===== src/rtl/pdm_pkg.sv =====
`default_nettype none
// +-----------------------------------------------------------------------------+
// | pdm_pkg : shared widths, constants and saturation helper for pdm_cic_decim  |
// | Rev 1.0                                                                     |
// +-----------------------------------------------------------------------------+
package pdm_pkg;

    localparam int OUT_W_DEF = 16;
    localparam int DCB_SHIFT = 10;

    // Register growth of the CIC: one input bit plus log2(DECIM) per stage.
    function automatic int cic_width(input int decim, input int order);
        return 1 + order * $clog2(decim);
    endfunction

    function automatic logic signed [63:0] sat_s(input logic signed [63:0] x, input int ow);
        logic signed [63:0] hi;
        logic signed [63:0] lo;
        hi = (64'sd1 <<< (ow - 1)) - 64'sd1;
        lo = -(64'sd1 <<< (ow - 1));
        if (x > hi) return hi;
        if (x < lo) return lo;
        return x;
    endfunction

endpackage
`default_nettype wire


===== src/rtl/pdm_cic_chan.sv =====
`default_nettype none
// +-----------------------------------------------------------------------------+
// | pdm_cic_chan : one channel of CIC integrators, combs, scaling, saturation,  |
// | plus optional DC blocker when PDM_DC_BLOCK_EN is defined.  Rev 1.0          |
// +-----------------------------------------------------------------------------+
module pdm_cic_chan
    import pdm_pkg::*;
#(
    parameter int DECIM = 64,
    parameter int ORDER = 4,
    parameter int OUT_W = OUT_W_DEF
) (
    input  logic                    clk,
    input  logic                    rst_n,
    input  logic                    en_i,
    input  logic                    bit_i,
    input  logic                    stb_i,
    output logic signed [OUT_W-1:0] sample_o
);

    localparam int W     = cic_width(DECIM, ORDER);
    // A +/-1 input needs two signed bits, so the exact result +/-DECIM^ORDER
    // only fits with one guard bit above W.
    localparam int ACC_W = W + 1;
    localparam int SHIFT = W - OUT_W;

    typedef logic signed [ACC_W-1:0] acc_t;

    acc_t integ_q [ORDER];
    acc_t integ_d [ORDER];
    acc_t comb_q  [ORDER];
    acc_t comb_d  [ORDER];
    acc_t dly_q   [ORDER];
    acc_t dly_d   [ORDER];
    acc_t step_w;
    acc_t shift_w;
    logic signed [OUT_W-1:0] scaled_w;

    always_comb begin
        step_w  = bit_i ? acc_t'(1) : acc_t'(-1);
        integ_d = integ_q;
        comb_d  = comb_q;
        dly_d   = dly_q;
        if (en_i) begin
            integ_d[0] = integ_q[0] + step_w;
            for (int k = 1; k < ORDER; k++) begin
                integ_d[k] = integ_q[k] + integ_q[k-1];
            end
        end
        // Each comb reads the previous stage's register, forming a pipeline.
        if (stb_i) begin
            dly_d[0]  = integ_q[ORDER-1];
            comb_d[0] = integ_q[ORDER-1] - dly_q[0];
            for (int k = 1; k < ORDER; k++) begin
                dly_d[k]  = comb_q[k-1];
                comb_d[k] = comb_q[k-1] - dly_q[k];
            end
        end
    end

    always_ff @(posedge clk or negedge rst_n) begin
        if (!rst_n) begin
            for (int k = 0; k < ORDER; k++) begin
                integ_q[k] <= '0;
                comb_q[k]  <= '0;
                dly_q[k]   <= '0;
            end
        end else begin
            integ_q <= integ_d;
            comb_q  <= comb_d;
            dly_q   <= dly_d;
        end
    end

    assign shift_w  = comb_q[ORDER-1] >>> SHIFT;
    assign scaled_w = OUT_W'(sat_s(64'(shift_w), OUT_W));

`ifdef PDM_DC_BLOCK_EN
    logic                    dcb_en_q;
    logic signed [OUT_W-1:0] dcb_x_q;
    logic signed [OUT_W-1:0] dcb_x_d;
    logic signed [OUT_W-1:0] dcb_y_q;
    logic signed [OUT_W-1:0] dcb_y_d;
    logic signed [63:0]      dcb_sum_w;

    always_comb begin
        dcb_sum_w = 64'(scaled_w) - 64'(dcb_x_q) + 64'(dcb_y_q) - (64'(dcb_y_q) >>> DCB_SHIFT);
        dcb_x_d   = dcb_x_q;
        dcb_y_d   = dcb_y_q;
        if (dcb_en_q) begin
            dcb_x_d = scaled_w;
            dcb_y_d = OUT_W'(sat_s(dcb_sum_w, OUT_W));
        end
    end

    always_ff @(posedge clk or negedge rst_n) begin
        if (!rst_n) begin
            dcb_en_q <= 1'b0;
            dcb_x_q  <= '0;
            dcb_y_q  <= '0;
        end else begin
            dcb_en_q <= stb_i;
            dcb_x_q  <= dcb_x_d;
            dcb_y_q  <= dcb_y_d;
        end
    end

    assign sample_o = dcb_y_q;
`else
    assign sample_o = scaled_w;
`endif

endmodule
`default_nettype wire


===== src/rtl/pdm_cic_decim.sv =====
`default_nettype none
// +-----------------------------------------------------------------------------+
// | pdm_cic_decim : stereo PDM-to-PCM CIC decimator with valid/ready output,    |
// | single-entry buffer and overrun pulse. Option: PDM_DC_BLOCK_EN.  Rev 1.0    |
// +-----------------------------------------------------------------------------+
module pdm_cic_decim
    import pdm_pkg::*;
#(
    parameter int DECIM = 64,
    parameter int ORDER = 4,
    parameter int OUT_W = OUT_W_DEF
) (
    input  logic                    clk,
    input  logic                    rst_n,
    input  logic                    pdm_en,
    input  logic                    pdm_L,
    input  logic                    pdm_R,
    output logic signed [OUT_W-1:0] pcm_L,
    output logic signed [OUT_W-1:0] pcm_R,
    output logic                    pcm_valid,
    input  logic                    pcm_ready,
    output logic                    pcm_overrun
);

    localparam int CNT_W  = $clog2(DECIM);
    localparam int WARM_W = $clog2(ORDER + 1);

    logic [CNT_W-1:0]        dec_cnt_q;
    logic [CNT_W-1:0]        dec_cnt_d;
    logic                    dec_stb_q;
    logic                    dec_stb_d;
    logic                    comb_vld_q;
    logic [WARM_W-1:0]       warm_q;
    logic [WARM_W-1:0]       warm_d;
    logic                    res_vld_w;
    logic                    load_w;
    logic signed [OUT_W-1:0] sample_l_w;
    logic signed [OUT_W-1:0] sample_r_w;
    logic signed [OUT_W-1:0] pcm_l_q;
    logic signed [OUT_W-1:0] pcm_l_d;
    logic signed [OUT_W-1:0] pcm_r_q;
    logic signed [OUT_W-1:0] pcm_r_d;
    logic                    valid_q;
    logic                    valid_d;
    logic                    overrun_q;
    logic                    overrun_d;

    pdm_cic_chan #(.DECIM(DECIM), .ORDER(ORDER), .OUT_W(OUT_W)) u_chan_l (
        .clk      (clk),
        .rst_n    (rst_n),
        .en_i     (pdm_en),
        .bit_i    (pdm_L),
        .stb_i    (dec_stb_q),
        .sample_o (sample_l_w)
    );

    pdm_cic_chan #(.DECIM(DECIM), .ORDER(ORDER), .OUT_W(OUT_W)) u_chan_r (
        .clk      (clk),
        .rst_n    (rst_n),
        .en_i     (pdm_en),
        .bit_i    (pdm_R),
        .stb_i    (dec_stb_q),
        .sample_o (sample_r_w)
    );

`ifdef PDM_DC_BLOCK_EN
    logic dcb_vld_q;

    always_ff @(posedge clk or negedge rst_n) begin
        if (!rst_n) dcb_vld_q <= 1'b0;
        else        dcb_vld_q <= comb_vld_q;
    end

    assign res_vld_w = dcb_vld_q;
`else
    assign res_vld_w = comb_vld_q;
`endif

    always_comb begin
        dec_cnt_d = dec_cnt_q;
        dec_stb_d = 1'b0;
        warm_d    = warm_q;
        load_w    = 1'b0;
        pcm_l_d   = pcm_l_q;
        pcm_r_d   = pcm_r_q;
        valid_d   = valid_q;
        overrun_d = 1'b0;
        if (pdm_en) begin
            dec_cnt_d = dec_cnt_q + CNT_W'(1);
            dec_stb_d = (dec_cnt_q == CNT_W'(DECIM - 1));
        end
        // The first ORDER results come from partially filled comb history.
        if (res_vld_w) begin
            if (warm_q == WARM_W'(ORDER)) load_w = 1'b1;
            else                          warm_d = warm_q + WARM_W'(1);
        end
        if (load_w) begin
            pcm_l_d   = sample_l_w;
            pcm_r_d   = sample_r_w;
            valid_d   = 1'b1;
            overrun_d = valid_q && !pcm_ready;
        end else if (valid_q && pcm_ready) begin
            valid_d = 1'b0;
        end
    end

    always_ff @(posedge clk or negedge rst_n) begin
        if (!rst_n) begin
            dec_cnt_q  <= '0;
            dec_stb_q  <= 1'b0;
            comb_vld_q <= 1'b0;
            warm_q     <= '0;
            pcm_l_q    <= '0;
            pcm_r_q    <= '0;
            valid_q    <= 1'b0;
            overrun_q  <= 1'b0;
        end else begin
            dec_cnt_q  <= dec_cnt_d;
            dec_stb_q  <= dec_stb_d;
            comb_vld_q <= dec_stb_q;
            warm_q     <= warm_d;
            pcm_l_q    <= pcm_l_d;
            pcm_r_q    <= pcm_r_d;
            valid_q    <= valid_d;
            overrun_q  <= overrun_d;
        end
    end

    assign pcm_L       = pcm_l_q;
    assign pcm_R       = pcm_r_q;
    assign pcm_valid   = valid_q;
    assign pcm_overrun = overrun_q;

endmodule
`default_nettype wire

===== config.mk =====
export PLATFORM = sky130hd
export DESIGN_NAME = pdm_cic_decim
export DESIGN_NICKNAME = d
export VERILOG_FILES = /design/src/rtl/pdm_pkg.sv /design/src/rtl/pdm_cic_chan.sv /design/src/rtl/pdm_cic_decim.sv
export SDC_FILE = /design/constraint.sdc
export NUM_CORES = 2
export LEC_CHECK = 0
export ABC_AREA = 1
export CORE_UTILIZATION = 55
export CTS_BUF_LIST = sky130_fd_sc_hd__clkbuf_8
export CTS_CLUSTER_DIAMETER = 40
export CTS_CLUSTER_SIZE = 14
export DETAILED_ROUTE_END_ITERATION = 10
export GPL_TIMING_DRIVEN = 0
export PLACE_DENSITY = 0.73
export SYNTH_ARGS = -nofsm -noshare
export SYNTH_HDL_FRONTEND = slang
export SYNTH_SLANG_ARGS = --single-unit

===== constraint.sdc =====
create_clock -name clk -period 4.6 [get_ports clk]
set_clock_uncertainty 0.2 [all_clocks]
set_input_delay 0.46 -clock clk [delete_from_list [all_inputs] [get_ports clk]]
set_output_delay 0.46 -clock clk [all_outputs]
set_load 0.01 [all_outputs]

; ---- Word-level counts from Yosys, hierarchy flattened
; Cells that the tools add are included.
[word_totals]
inputBits = 6
word_cells = 84
register_bits = 669
out_inout_bits = 34
[op_classes]
eq_ne = 2
magnitude_cmp = 4
mux = 22
n_reduce_logical = 5
addsub = 18
n_bitwise = 1
[ops]
columns = cell, n
row1 = adder 26 bit, 8
row2 = subtractor 26 bit, 8
row3 = 2-to-1 mux 16 bit, 8
row4 = 2-to-1 mux 26 bit, 2
row5 = "greater-than comparator 17 x 16 -> 1 bit, second input constant", 2
row6 = "less-than comparator 17 x 16 -> 1 bit, second input constant", 2
row7 = 2-to-1 mux 1 bit, 12
row8 = "adder 6 x 1 -> 6 bit, second input constant", 1
row9 = "== test 6 bit, second input constant", 1
row10 = "adder 3 x 1 -> 3 bit, second input constant", 1
row11 = "== test 3 bit, second input constant", 1
row12 = logical AND 1 bit, 2
row13 = AND reduction 2 bit, 1
row14 = nonzero test 2 bit, 1
row15 = logical NOT 1 bit, 1
row16 = inverter 1 bit, 1

; ---- Depth between registers and ports, before layout
[logic_depth]
ltp_word = 5
depth_mapped = 15
depth_no_buf = 15

; ---- Modules after synthesis
; Synthesis repeated with hierarchy kept, for this count alone.
[unflattened]
hier_cells = 8086
hier_area_um2 = 52085.0
[modules_own_cells]
columns = mod, seq_area_each_um2, instances, area_per_inst_um2, cells_per_inst
row1 = pdm_cic_chan at u_chan_l, 7582.3, 1, 25126.6, 3961
row2 = pdm_cic_chan at u_chan_r, 7582.3, 1, 25094.1, 3940
row3 = pdm_cic_decim, 1126.1, 1, 1864.3, 185

; ---- Worst setup path before layout
; OpenSTA, ideal clock, no wires.
[synth_timing]
kind = input port to flip-flop
from = in pdm_L
to = reg u_chan_l.integ_q[89] (netlist bit)
setup_ns = 0.118
n_path_buf = 0
arrival_time_ns = 2.114
slack_ns = 2.168
cell_stages = 10
required_time_ns = 4.282
path_cell_list = inv_1 ha_1 or2_1 nand3_1 nand2_1 nand2_1 nand2_1 or2_1 nand3_1 nand2_1
[synth_between]
elab_chain_cells = 2
[synth_rtl]
columns = element, line_no
row1 = start: declaration, pdm_cic_decim.sv:16  ; input logic pdm_L,
row2 = 2-to-1 mux 26 bit, pdm_cic_chan.sv:40  ; step_w = bit_i ? acc_t'(1) : acc_t'(-1);
row3 = adder 26 bit, pdm_cic_chan.sv:45  ; integ_d[0] = integ_q[0] + step_w;
row4 = end signal: assignment, pdm_cic_chan.sv:69  ; integ_q <= integ_d;
row5 = end: declaration, pdm_cic_chan.sv:29  ; acc_t integ_q [ORDER];
; Every way passes these cells.
; A chain may end at the register's enable or synchronous reset.

; ---- Worst setup path in the final report
[layout_timing]
from = in pdm_L
to = reg u_chan_l.integ_q[98] (netlist bit)
; Same word-level chain as after synthesis.

==> out/metrics.csv <==
metric;value;unit
floorplan row count;112;
vias in the first global route;48500;
I/O Pins;40;
Critical Path Source Type;input port;
DRT Pass-1 Iters;7;
P&R area growth vs syn;9.20;%
worst endpoint required time;5.06;ns
DP Wirelength;125000;µm
setup TNS;0;ns
Worst-Skew Late Latency;0.82;ns
Synth Area in Adders;10.2;%
min Tclk post-route;2.92;ns
drc violations;0;
Fmax;343;MHz
sequential share of the synthesized area;31.4;%
Fill cells;9267;
die area;95500;µm²
Die Width;309;µm
mean area per synthesized cell;6.45;µm²
FF-to-FF path depth;13;
mapped cell area;51900;µm²
largest net degree at the start of global routing;116;
Seq cells post-synth;651;
Clock Sinks;651;
drt initial violations;3587;
final hold vios;0;
Routed wire per std cell;16.3;µm
first-pass GRT wire length;249000;µm
post-synthesis mux area share;0;%
complex-gate fraction of the synthesized area;9.27;%
share of cells above drive strength 1;5.33;%
Total Wirelength;155000;µm
outcome;finished, final reports clean;
Worst Setup End Kind;flip-flop;
Seq. cell area;16300;µm²
antenna viol nets, final;0;
Synthesis Warnings;0;
crit path kind;input port to flip-flop;
Pins Over Slew Limit;0;
crit path max fanout;24;
Unique masters post-synth;36;
routability cong.;0.972;
Setup Viol. Count Final;0;
Mapped Cells;8039;
Worst Hold Class;input port to asynchronous set/reset pin;
Worst slew margin;15.2;%
Overall Global Routing Usage;32.7;%
Max clock buf depth;3;
root buf cell;clkbuf_8;
CTS tree;done;
Core ar.;93300;µm²
Final Cycle Share;63.4;%
Post-Synth XOR/XNOR Area;2.45;%
number of port buffers;39;
chip height;309;µm
initial core utilization;55.6;%
H-Tree Depth;3;
TritonCTS Buffers;111;
Multi-input gate area;30000;µm²
vias;50700;
Synth Net Count;8458;
# Max-Cap Violations;0;
Area contributors post-synth;dfrtp_1, nand2_1, ha_1;
post-DR vias/cell;5.31;
CP arrival;3.38;ns
largest family of logic cells by synthesized area;simple AND/OR/NAND/NOR gates;
top-area cell type share of the netlist area;31.4;%
clock-pin slew on the worst setup and hold paths;0.06;ns
gr ovfl total;0;
post-synthesis simple-gate area fraction;36.0;%
RSZ-0062 raised after global routing;false;
nets;8619;
largest area contributor in the netlist;dfrtp_1;
initial antenna violation count;1;
Least-Margin Pin Slew;1.27;ns
==> path summary, 6_finish.rpt <==
path | from | endpoint | slack, ns
max in group asynchronous | rst_n | u_chan_r.integ_q[42] | 2.96
worst min-delay path | rst_n | u_chan_l.dly_q[45] | 0.11
worst max-delay path | pdm_L | u_chan_l.integ_q[98] | 1.68
worst max register to register | u_chan_r.integ_q[78] | u_chan_r.integ_q[76] | 1.86
worst min register to register | u_chan_r.comb_q[16] | u_chan_r.comb_q[16] | 0.28
min in group clk | u_chan_r.comb_q[16] | u_chan_r.comb_q[16] | 0.28
==> cell type report <==
type	count	share of cell area (%)
multi-input cells	5935	53.0
flip-flops and latches	651	28.8
inverters	1310	8.68
clock buffers	126	3.06
well taps	1254	2.77
clock inverters	79	1.51
plain buffers	143	1.10
repair buffers	48	1.07
diodes	2	0.00884
==> timing repair <==
action	in CTS	in global routing
setup buffers	0	0
endpoints found under the setup margin	0	0
gates resized for setup	0	0
hold endpoints to repair	339	0
hold buffers	3	0
==> Yosys cell counts, drive strengths merged <==
cell type,number
nand2,3093
inv,1306
dfrtp,651
nand3,572
nor2,526
o21ai,422
ha,399
a21oi,329
nand4,134
xnor2,106
o21bai,84
buf,78
nor3,68
clkbuf,65
or2,45
nand3b,42
xor2,39
a22oi,30
and2,17
fa,14
a211o,6
a21o,6
clkinv,4
a31oi,3
==> state kept, by name (all words and copies together), names as in the netlist, 3 cells and up <==
signal,cells
pcm_L,16
u_chan_r.integ_q,104
u_chan_r.dly_q,104
u_chan_r.comb_q,95
pcm_R,16
warm_q,3
u_chan_l.dly_q,104
u_chan_l.comb_q,95
u_chan_l.integ_q,104
dec_cnt_q,6
==> per-layer routing <==
| metal | vias up | track usage, % | wire length, µm |
|---|---|---|---|
| met5 | - | 0 | 0 |
| met4 | 0 | 14.2 | 6650 |
| met3 | 362 | 3.02 | 6350 |
| met2 | 1189 | 58.2 | 75700 |
| met1 | 23500 | 40.2 | 66800 |
| li1 | 25600 | - | - |
==> per-stage QoR <==
| stage | instance area [µm²] | hold WS [ns] | utilization (%) | instances | worst slack (ns) |
|---|---|---|---|---|---|
| final | 56600 | 0.111 | 60.7 | 9548 | 1.68 |
| after global routing | 56600 | 0.137 | 60.7 | 9548 | 1.55 |
| after detailed placement | 54000 | 0.195 | 57.8 | 9338 | 0.983 |
| after CTS | 56600 | 0.0664 | 60.7 | 9546 | 1.80 |
| after floorplan | 51900 | -0.0356 | - | 8039 | 2.17 |
| after global placement | 53800 | 0.264 | 57.7 | 9332 | -26.72 |
==> logic make-up after synthesis <==
logic type,Yosys count
AOI/OAI and AO/OA,880
xor gates and xnor gates,145
buffers and inverters,1453
adders and majority gates,413
DFF,651
and+or+nand+nor,4497
==> worst max-delay path: stages <==
cell and delay (ns):
clkdlybuf4s50_1 0.66, inv_1 0.51, ha_1 0.58, nand2_1 0.12, inv_1 0.09, nand2_1 0.12, nor3_1 0.25, nand3_1 0.23
nand3_1 0.14, nand2_1 0.06, nand3_1 0.07, nand2_1 0.07
==> layout by cell type, fill, tap and decap left out, types with 30 or more instances in the layout <==
master,count
a22oi_1,30
nor3_1,55
or2_1,30
nand4_1,134
nor2_1,476
o21bai_1,74
nand3_1,563
buf_2,70
nor2_2,45
a21oi_1,318
ha_1,399
xnor2_1,106
nand3b_1,42
inv_1,1288
clkbuf_1,65
nand2_2,34
o21ai_0,397
nand2_1,3059
dfrtp_1,651
clkdlybuf4s50_1,38
clkbuf_8,126
xor2_1,39
Power is left out: the tool's default activity adds up to more than one toggle a clock period on the data nets, which glitch-free logic cannot reach.
